**config.mk**
```make
export PLATFORM = sky130hd
export DESIGN_NAME = ws2812_transmitter
export DESIGN_NICKNAME = d
export VERILOG_FILES = /design/src/rtl/ws2812_transmitter.sv
export SDC_FILE = /design/constraint.sdc
export NUM_CORES = 1
export LEC_CHECK = 0
export ABC_CLOCK_PERIOD_IN_PS = 3850
export CAP_MARGIN = 20
export CORE_MARGIN = 10
export CORE_UTILIZATION = 50
export DETAILED_ROUTE_END_ITERATION = 7
export PLACE_DENSITY = 0.7
export SETUP_SLACK_MARGIN = 0.4
export SLEW_MARGIN = 0
export SYNTH_ARGS = -nofsm -noshare
export SYNTH_HDL_FRONTEND = slang
export SYNTH_SLANG_ARGS = --single-unit
export TNS_END_PERCENT = 5
```
**constraint.sdc**
```tcl
create_clock -name clk -period 3.85 [get_ports clk]
set_input_delay 0.77 -clock clk [delete_from_list [all_inputs] [get_ports clk]]
set_output_delay 0.77 -clock clk [all_outputs]
set_load 0.02 [all_outputs]
```
**src/rtl/ws2812_transmitter.sv**
```systemverilog
// WS2812 NRZ line driver: pulls LED_COUNT*3 bytes from the fader per frame and
// shifts them out MSB-first, then holds the line low for the latch period.
module ws2812_transmitter #(
  parameter int LED_COUNT = 8,
  parameter int T0H       = 4,
  parameter int T1H       = 8,
  parameter int T_BIT     = 15,
  parameter int T_RESET   = 3600
) (
  input  logic       clk,
  input  logic       rst,
  input  logic       trigger,
  input  logic [7:0] color_now,
  output logic       data_request,
  output logic       dout,
  output logic       busy,
  output logic       frame_done,
  output logic [2:0] fsm_state   // debug: 0 IDLE, 1 REQ, 2 CAPTURE, 3 SEND, 4 LATCH
);

  localparam int NUM_BYTES = LED_COUNT * 3;
  localparam int BW        = $clog2(NUM_BYTES + 1);
  localparam int CMAX      = (T_BIT > T_RESET) ? T_BIT : T_RESET;
  localparam int CW        = $clog2(CMAX);

  localparam logic [BW-1:0] LAST_BYTE = BW'(NUM_BYTES - 1);
  localparam logic [CW-1:0] BIT_END   = CW'(T_BIT - 1);
  localparam logic [CW-1:0] LATCH_END = CW'(T_RESET - 1);
  localparam logic [CW-1:0] HI0       = CW'(T0H);
  localparam logic [CW-1:0] HI1       = CW'(T1H);

  typedef enum logic [2:0] {
    IDLE    = 3'd0,
    REQ     = 3'd1,
    CAPTURE = 3'd2,
    SEND    = 3'd3,
    LATCH   = 3'd4
  } state_t;

  state_t        state_q, state_d;
  logic [CW-1:0] cyc_q, cyc_d;
  logic [2:0]    bit_q, bit_d;
  logic [BW-1:0] byte_q, byte_d;
  logic [7:0]    shift_q, shift_d;
  logic [7:0]    hold_q, hold_d;
  logic          dout_d, req_d, busy_d, done_d;
  logic          last_bit, last_byte;

  assign last_bit  = (bit_q == 3'd7);
  assign last_byte = (byte_q == LAST_BYTE);
  assign fsm_state = state_q;

  // Byte handshake: a one-cycle data_request pulse means color_now must carry
  // the next byte in the following cycle; there is no back-pressure.
  always_comb begin
    state_d = state_q;
    cyc_d   = cyc_q;
    bit_d   = bit_q;
    byte_d  = byte_q;
    shift_d = shift_q;
    hold_d  = hold_q;
    unique case (state_q)
      IDLE: if (trigger) state_d = REQ;
      REQ:  state_d = CAPTURE;
      CAPTURE: begin
        shift_d = color_now;
        bit_d   = '0;
        byte_d  = '0;
        cyc_d   = '0;
        state_d = SEND;
      end
      SEND: begin
        // Prefetched byte arrives one cycle after the request in the last bit.
        if (cyc_q == CW'(1) && last_bit && !last_byte) hold_d = color_now;
        if (cyc_q == BIT_END) begin
          cyc_d = '0;
          if (last_bit) begin
            bit_d = '0;
            if (last_byte) begin
              state_d = LATCH;
            end else begin
              byte_d  = byte_q + BW'(1);
              shift_d = hold_q;
            end
          end else begin
            bit_d   = bit_q + 3'd1;
            shift_d = {shift_q[6:0], 1'b0};
          end
        end else begin
          cyc_d = cyc_q + CW'(1);
        end
      end
      LATCH: begin
        if (cyc_q == LATCH_END) begin
          cyc_d   = '0;
          state_d = IDLE;
        end else begin
          cyc_d = cyc_q + CW'(1);
        end
      end
      default: state_d = IDLE;
    endcase

    // Outputs are registered, so they are decoded from the upcoming state.
    dout_d = (state_d == SEND) && (cyc_d < (shift_d[7] ? HI1 : HI0));
    req_d  = (state_d == REQ) ||
             ((state_d == SEND) && (cyc_d == '0) && (bit_d == 3'd7) && (byte_d != LAST_BYTE));
    busy_d = (state_d != IDLE);
    done_d = (state_d == LATCH) && (cyc_d == LATCH_END);
  end

  always_ff @(posedge clk or negedge rst) begin
    if (!rst) begin
      state_q      <= IDLE;
      cyc_q        <= '0;
      bit_q        <= '0;
      byte_q       <= '0;
      shift_q      <= '0;
      hold_q       <= '0;
      dout         <= 1'b0;
      data_request <= 1'b0;
      busy         <= 1'b0;
      frame_done   <= 1'b0;
    end else begin
      state_q      <= state_d;
      cyc_q        <= cyc_d;
      bit_q        <= bit_d;
      byte_q       <= byte_d;
      shift_q      <= shift_d;
      hold_q       <= hold_d;
      dout         <= dout_d;
      data_request <= req_d;
      busy         <= busy_d;
      frame_done   <= done_d;
    end
  end

endmodule

```
==> impl_metrics.py, run 1 <==
metrics = {
    "placement": {
        "port_buffers": 17,
        "dpl.cell_count": 323,
        "gp_congestion": 0.833,
        "placed_area_um2": 2700,
        "dp.final_hpwl_um": 3980,
    },
    "die": {
        "fp.dieW_um": 90.5,
        "die-area_um2": 8190,
        "rows": 25,
        "core_area_um2": 4750,
        "die_y_um": 90.5,
        "io_pins": 18,
        "floorplan.initialDensity_pct": 52.3,
    },
    "setup_path": {
        "crit_path_max_incr_delay_ps": 570,
        "cp.required_ps": 4070,
        "path_delay_family": "simple AND/OR/NAND/NOR gates",
        "critPathLaunchType": "register",
        "critical_path_class": "reg -> reg",
        "slowest_stage": "or4_4",
        "crit_arrival_ps": 3090,
        "crit_path_cell_trace": "or4_4, or3_4, nor2_1, a32o_1, inv_1, ha_1, o21a_1, nor3_1",
        "crit_fanout": 12,
        "cp-end-kind": "register",
        "critPathBufInv": 1,
    },
    "power": {
        "ir_worst_vdd_uv": 256,
        "p_leak_nw": 1.22,
        "p_total_mw": 1.46,
        "p_per_area_nw_per_um2": 518,
    },
    "clocking": {
        "tritoncts": "built",
        "cts_hold_buf": 0,
        "cts.repair.resized": 0,
        "clock_path_buffers": 2,
        "insertion_delay_ps": 300,
        "cts.clk_slew.worst_paths_ps": 90,
        "htree_levels": 2,
        "post_cts_buffers": 0,
        "cts_buffers": 5,
        "cts.sinks": 43,
        "root_buffer": "clkbuf_8",
    },
    "route": {
        "ant_nets": 0,
        "finalWirelength_um": 5510,
        "wl_met1_um": 2710,
        "wire_per_inst_um": 16.6,
        "wl_met3_um": 360,
        "drc": 0,
        "routed_via_density": 6.04,
        "met2WireLength_um": 2350,
        "drt-initial-drc-count": 146,
        "top_layer": "met4",
        "num_vias": 1999,
        "drtPass1Iterations": 4,
    },
    "synth": {
        "synth_seq_cells": 43,
        "synth_nets": 262,
        "yosys_warnings": 0,
        "ys_seq_area_share_pct": 43.3,
        "ys_types": 60,
        "synth_async_sr_flop_share_pct": 100,
        "avgSynthCellArea_um2": 10.2,
        "synth_flop_cell": "dfrtp_1",
        "syn_inst": 244,
        "synth_edf_count": 0,
        "syn_area_um2": 2480,
    },
    "global_routing": {
        "antenna_found_initial": 0,
        "gr-usage-all-layers_pct": 13.8,
        "grt_pass1_vias": 1968,
        "gr-total-overflow": 0,
        "grt_max_degree": 44,
        "grt_pass1_wl_um": 9480,
    },
    "sta": {
        "tightest_slew_ps": 929,
        "fin_setup_tns_ps": 0,
        "whs_ps": 505,
        "hold_viol": 0,
        "slew_viol_final": 0,
        "finalCritPeriodShare_pct": 74.5,
        "rsz0062_at_grt": "no",
        "skew_ps": 11.0,
        "max_freq_ghz": 0.349,
        "min_period_ps": 2870,
        "max_slew_margin_pct": 38.1,
        "setup_viol": 0,
    },
    "cells_and_area": {
        "drive_above_1_share_pct": 11.7,
        "fin_area_um2": 2820,
        "final_cells": 331,
        "layout_commonest_cell": "dfrtp_1",
        "area_delta_synth_final_pct": 13.3,
        "layout_common_cells": "dfrtp_1 (43), nor2_1 (22), nand2_1 (17), clkdlybuf4s50_1 (16)",
        "antennaDiodeCount": 0,
        "finalNetCount": 281,
    },
    "worst_hold_path": {
        "worstHoldPathType": "reg -> reg",
    },
    "flow_run": {
        "cap_violations": 0,
    },
    "outcome": {
        "status": "finished clean",
    },
}
==> layer usage <==
layer,vias to the layer above,GRT usage (%)
met1,964,18.4
li1,969,-
met4,0,4.24
met3,8,3.99
met5,-,0
met2,58,20.9
==> final cells by class <==
cell class / instances / area, um^2
Clock buffer: 5 / 68.8
Clock inverter: 3 / 43.8
Fill cell: 408 / 1940
Inverter: 10 / 37.5
Multi-Input combinational cell: 183 / 1320
Sequential cell: 43 / 1080
Tap cell: 67 / 83.8
Timing Repair Buffer: 20 / 188
==> power breakdown <==
part,switching (mW),internal (mW)
Combinational,0.256,0.209
Sequential,0.104,0.541
Clock,0.154,0.193
Total,0.515,0.943
==> logic make-up (layout without fill, tap and decap cells) <==
| logic type | after synthesis | count (layout) | synth area share (%) |
|---|---|---|---|
| AND/OR/NAND/NOR | 96 | 96 | 22.0 |
| multiplexers | 10 | 10 | 4.43 |
| adder cells (fa/ha/maj) | 7 | 7 | 3.52 |
| AO/OA/AOI/OAI | 63 | 63 | 20.6 |
| buffers and inverters | 18 | 38 | 3.68 |
| flip-flops | 43 | 43 | 43.3 |
| XOR/XNOR | 7 | 7 | 2.47 |
==> worst min-delay path, cell delays in order (launching register included) <==
cell and delay [ps]:
dfrtp_1 360, a222oi_1 70, inv_1 50
==> synthesized netlist by cell type, types with 4 or more instances <==
cell / instances / area [um^2]
nand3_1: 7 / 35.0
nor3_1: 6 / 30.0
clkbuf_1: 4 / 15.0
dfrtp_1: 43 / 1080
ha_1: 7 / 87.6
a21oi_1: 7 / 35.0
nor2_1: 22 / 82.6
a221o_1: 7 / 70.1
nand4_1: 4 / 25.0
inv_1: 10 / 37.5
o21ai_0: 10 / 50.1
xor2_1: 4 / 35.0
nand2_1: 17 / 63.8
a22o_1: 8 / 70.1
or3_1: 9 / 56.3
mux2_2: 8 / 90.1
==> flip-flops by register name (all words and copies together) (netlist names) <==
name and cells:
cyc_q 12, dout 1, data_request 1, bit_q 3, frame_done 1, busy 1
byte_q 5, fsm_state 3, hold_q 8, shift_q 8
==> metrics by stage <==
step	utilization, %	worst slack, ps
2_1_floorplan	-	1200
3_5_place_dp	56.8	974
5_1_grt	59.2	802
3_3_place_gp	56.8	1080
4_1_cts	59.2	983
6_report	59.2	984
==> worst paths after layout <==
path	slack [ps]	endpoint	depth (start not counted)	from
worst max-delay path	980	dout	8	cyc_q[4]
worst min register to register	500	shift_q[0]	2	hold_q[0]
worst max register to register	980	dout	8	cyc_q[4]
min in group asynchronous	610	byte_q[3]	1	rst
worst min-delay path	500	shift_q[0]	2	hold_q[0]
max in group asynchronous	2660	hold_q[5]	1	rst
(Power assumes the default switching activity.)
==> run 2, diff against run 1 <==
ABC_CLOCK_PERIOD_IN_PS = 2900   (was 3850)
clock period = 2.9 ns   (was 3.85 ns; I/O delays follow)
==> run 2 against run 1 <==
Net effect: combinational power is 61% higher; sequential cell count did not move; non-clock buffer count up 11; cell area up 6.8%; sequential share of layout area is 2.3 points lower; via count rose by 4.4%; clock power is 41% higher; setup slack got worse by 570 ps; register-to-register slack worse by 570 ps; critical endpoint unchanged; largest cell class unchanged; largest power group unchanged.
==> impl_metrics.py, run 2 (synthesis results as in run 1) <==
metrics = {
    "clocking": {
        "root_buffer": "clkbuf_8",
        "insertion_delay_ps": 300,
        "cts.clk_slew.worst_paths_ps": 80,
        "cts_buffers": 5,
        "clock_path_buffers": 2,
        "htree_levels": 2,
        "tritoncts": "built",
        "cts.sinks": 43,
    },
    "flow_run": {
        "cap_violations": 0,
    },
    "cells_and_area": {
        "top_regs": "cyc_q x12, hold_q x8, shift_q x8",
        "finalNetCount": 293,
        "layout_common_cells": "dfrtp_1 (39), nor2_1 (21), nand2_1 (17), clkdlybuf4s50_1 (16), buf_4 (14)",
        "fillerInstances": 405,
        "drive_above_1_share_pct": 21.0,
        "largest-register": "cyc_q",
        "area_delta_synth_final_pct": 21.0,
        "largest_reg_flops": 12,
        "antennaDiodeCount": 0,
        "layout_commonest_cell": "dfrtp_1",
    },
    "die": {
        "core_area_um2": 4750,
        "die_y_um": 90.5,
        "rows": 25,
        "fp.dieW_um": 90.5,
        "floorplan.initialDensity_pct": 52.3,
        "io_pins": 18,
        "die-area_um2": 8190,
    },
    "outcome": {
        "status": "finished clean",
    },
    "sta": {
        "fin_setup_tns_ps": 0,
        "slew_viol_final": 0,
        "setup_viol": 0,
        "tightest_slew_ps": 945,
        "max_freq_ghz": 0.403,
        "skew_ps": 4.07,
        "rsz0062_at_grt": "yes",
        "finalCritPeriodShare_pct": 85.6,
        "fin_ws_ps": 417,
        "min_period_ps": 2480,
        "hold_viol": 0,
        "max_slew_margin_pct": 37.0,
    },
    "power": {
        "ir_worst_vdd_uv": 441,
        "p_per_area_nw_per_um2": 699,
        "p_total_mw": 2.10,
        "p_leak_nw": 1.28,
    },
    "route": {
        "num_vias": 2087,
        "routed_via_density": 6.08,
        "wire_per_inst_um": 17.9,
        "drt-initial-drc-count": 98,
        "ant_nets": 0,
        "drc": 0,
        "finalWirelength_um": 6140,
        "drtPass1Iterations": 4,
    },
    "setup_path": {
        "crit_path_cell_trace": "or4_4, or3_4, nor2_4, a32o_2, inv_1, ha_1, o21a_1, nor3_2",
        "path_delay_family": "simple AND/OR/NAND/NOR gates",
        "slowest_stage": "or4_4",
        "critPathLaunchType": "register",
        "cp-end-kind": "register",
        "crit_path_max_incr_delay_ps": 580,
        "critPathBufInv": 1,
        "critical_path_class": "reg -> reg",
        "cp.required_ps": 3130,
        "crit_arrival_ps": 2710,
        "crit_fanout": 8,
    },
    "global_routing": {
        "antenna_found_initial": 0,
        "use_met1_pct": 20.1,
        "grt_max_degree": 44,
        "grt_pass1_wl_um": 10300,
        "grt_pass1_vias": 2099,
        "globalRouteMet2Util_pct": 23.2,
        "grt_busiest_layer": "met2",
        "gr-total-overflow": 0,
        "gr-usage-all-layers_pct": 15.1,
        "globalRouteMet3Util_pct": 3.49,
    },
    "placement": {
        "gp_congestion": 0.846,
        "dp.final_hpwl_um": 4350,
        "port_buffers": 17,
        "pre_cts_ws_ps": 261,
    },
    "worst_hold_path": {
        "worstHoldPathType": "in -> async",
    },
}
==> run 2: cell count changes in the layout (fill, tap and decap cells not counted), moves of 2 or more <==
cell and change:
dfrtp_1 -4, buf_4 +11, nor3_2 +2, nor3_1 -2, dfrtp_2 +4, nor4_4 +2
==> run 2: metrics by stage <==
| stage | cells | util (%) | area, um^2 | hold slack, ps |
|---|---|---|---|---|
| floorplan | 244 | - | 2490 | 284 |
| global placement | 329 | 57.9 | 2760 | 471 |
| detailed placement | 329 | 57.9 | 2760 | 476 |
| CTS | 339 | 62.0 | 2950 | 464 |
| global route | 343 | 63.3 | 3010 | 494 |
| finish | 343 | 63.3 | 3010 | 411 |
==> run 2: per-layer routing <==
metal / vias up / share of wire (%)
met5: - / 0
met4: 0 / 1.8
met3: 15 / 5.1
met2: 62 / 45
met1: 1013 / 48
li1: 997 / -
==> run 2: timing repair <==
action	CTS	global route
setup endpoints to repair	2	10
hold buffers	0	0
buffers inserted	1	4
gates cloned	1	0
gates resized for setup	11	9
pin swaps	2	4
==> run 2: report_power, final <==
part | internal (mW) | total, mW | switching, mW
Clock | 0.279 | 0.489 | 0.210
Combinational | 0.345 | 0.747 | 0.402
Sequential | 0.722 | 0.865 | 0.143
==> run 2: area by class of cell <==
type | count | area [um^2] | share of cell area, %
multi-input cells | 184 | 1420 | 47.1
well taps | 67 | 83.8 | 2.79
inverters | 10 | 37.5 | 1.25
flip-flops and latches | 43 | 1080 | 35.9
repair buffers | 31 | 270 | 8.99
clock inverters | 2 | 35.0 | 1.16
clock buffers | 6 | 82.6 | 2.75
==> run 2: final timing paths <==
check	startpoint	cells after the start	slack, ps	to
setup / recovery	cyc_q[5]	8	420	dout
hold / removal	rst	1	410	cyc_q[7]
setup reg to reg	cyc_q[5]	8	420	dout
hold reg to reg	hold_q[0]	2	490	shift_q[0]
max in group asynchronous	rst	1	1820	cyc_q[4]
min in group clk	hold_q[0]	2	490	shift_q[0]
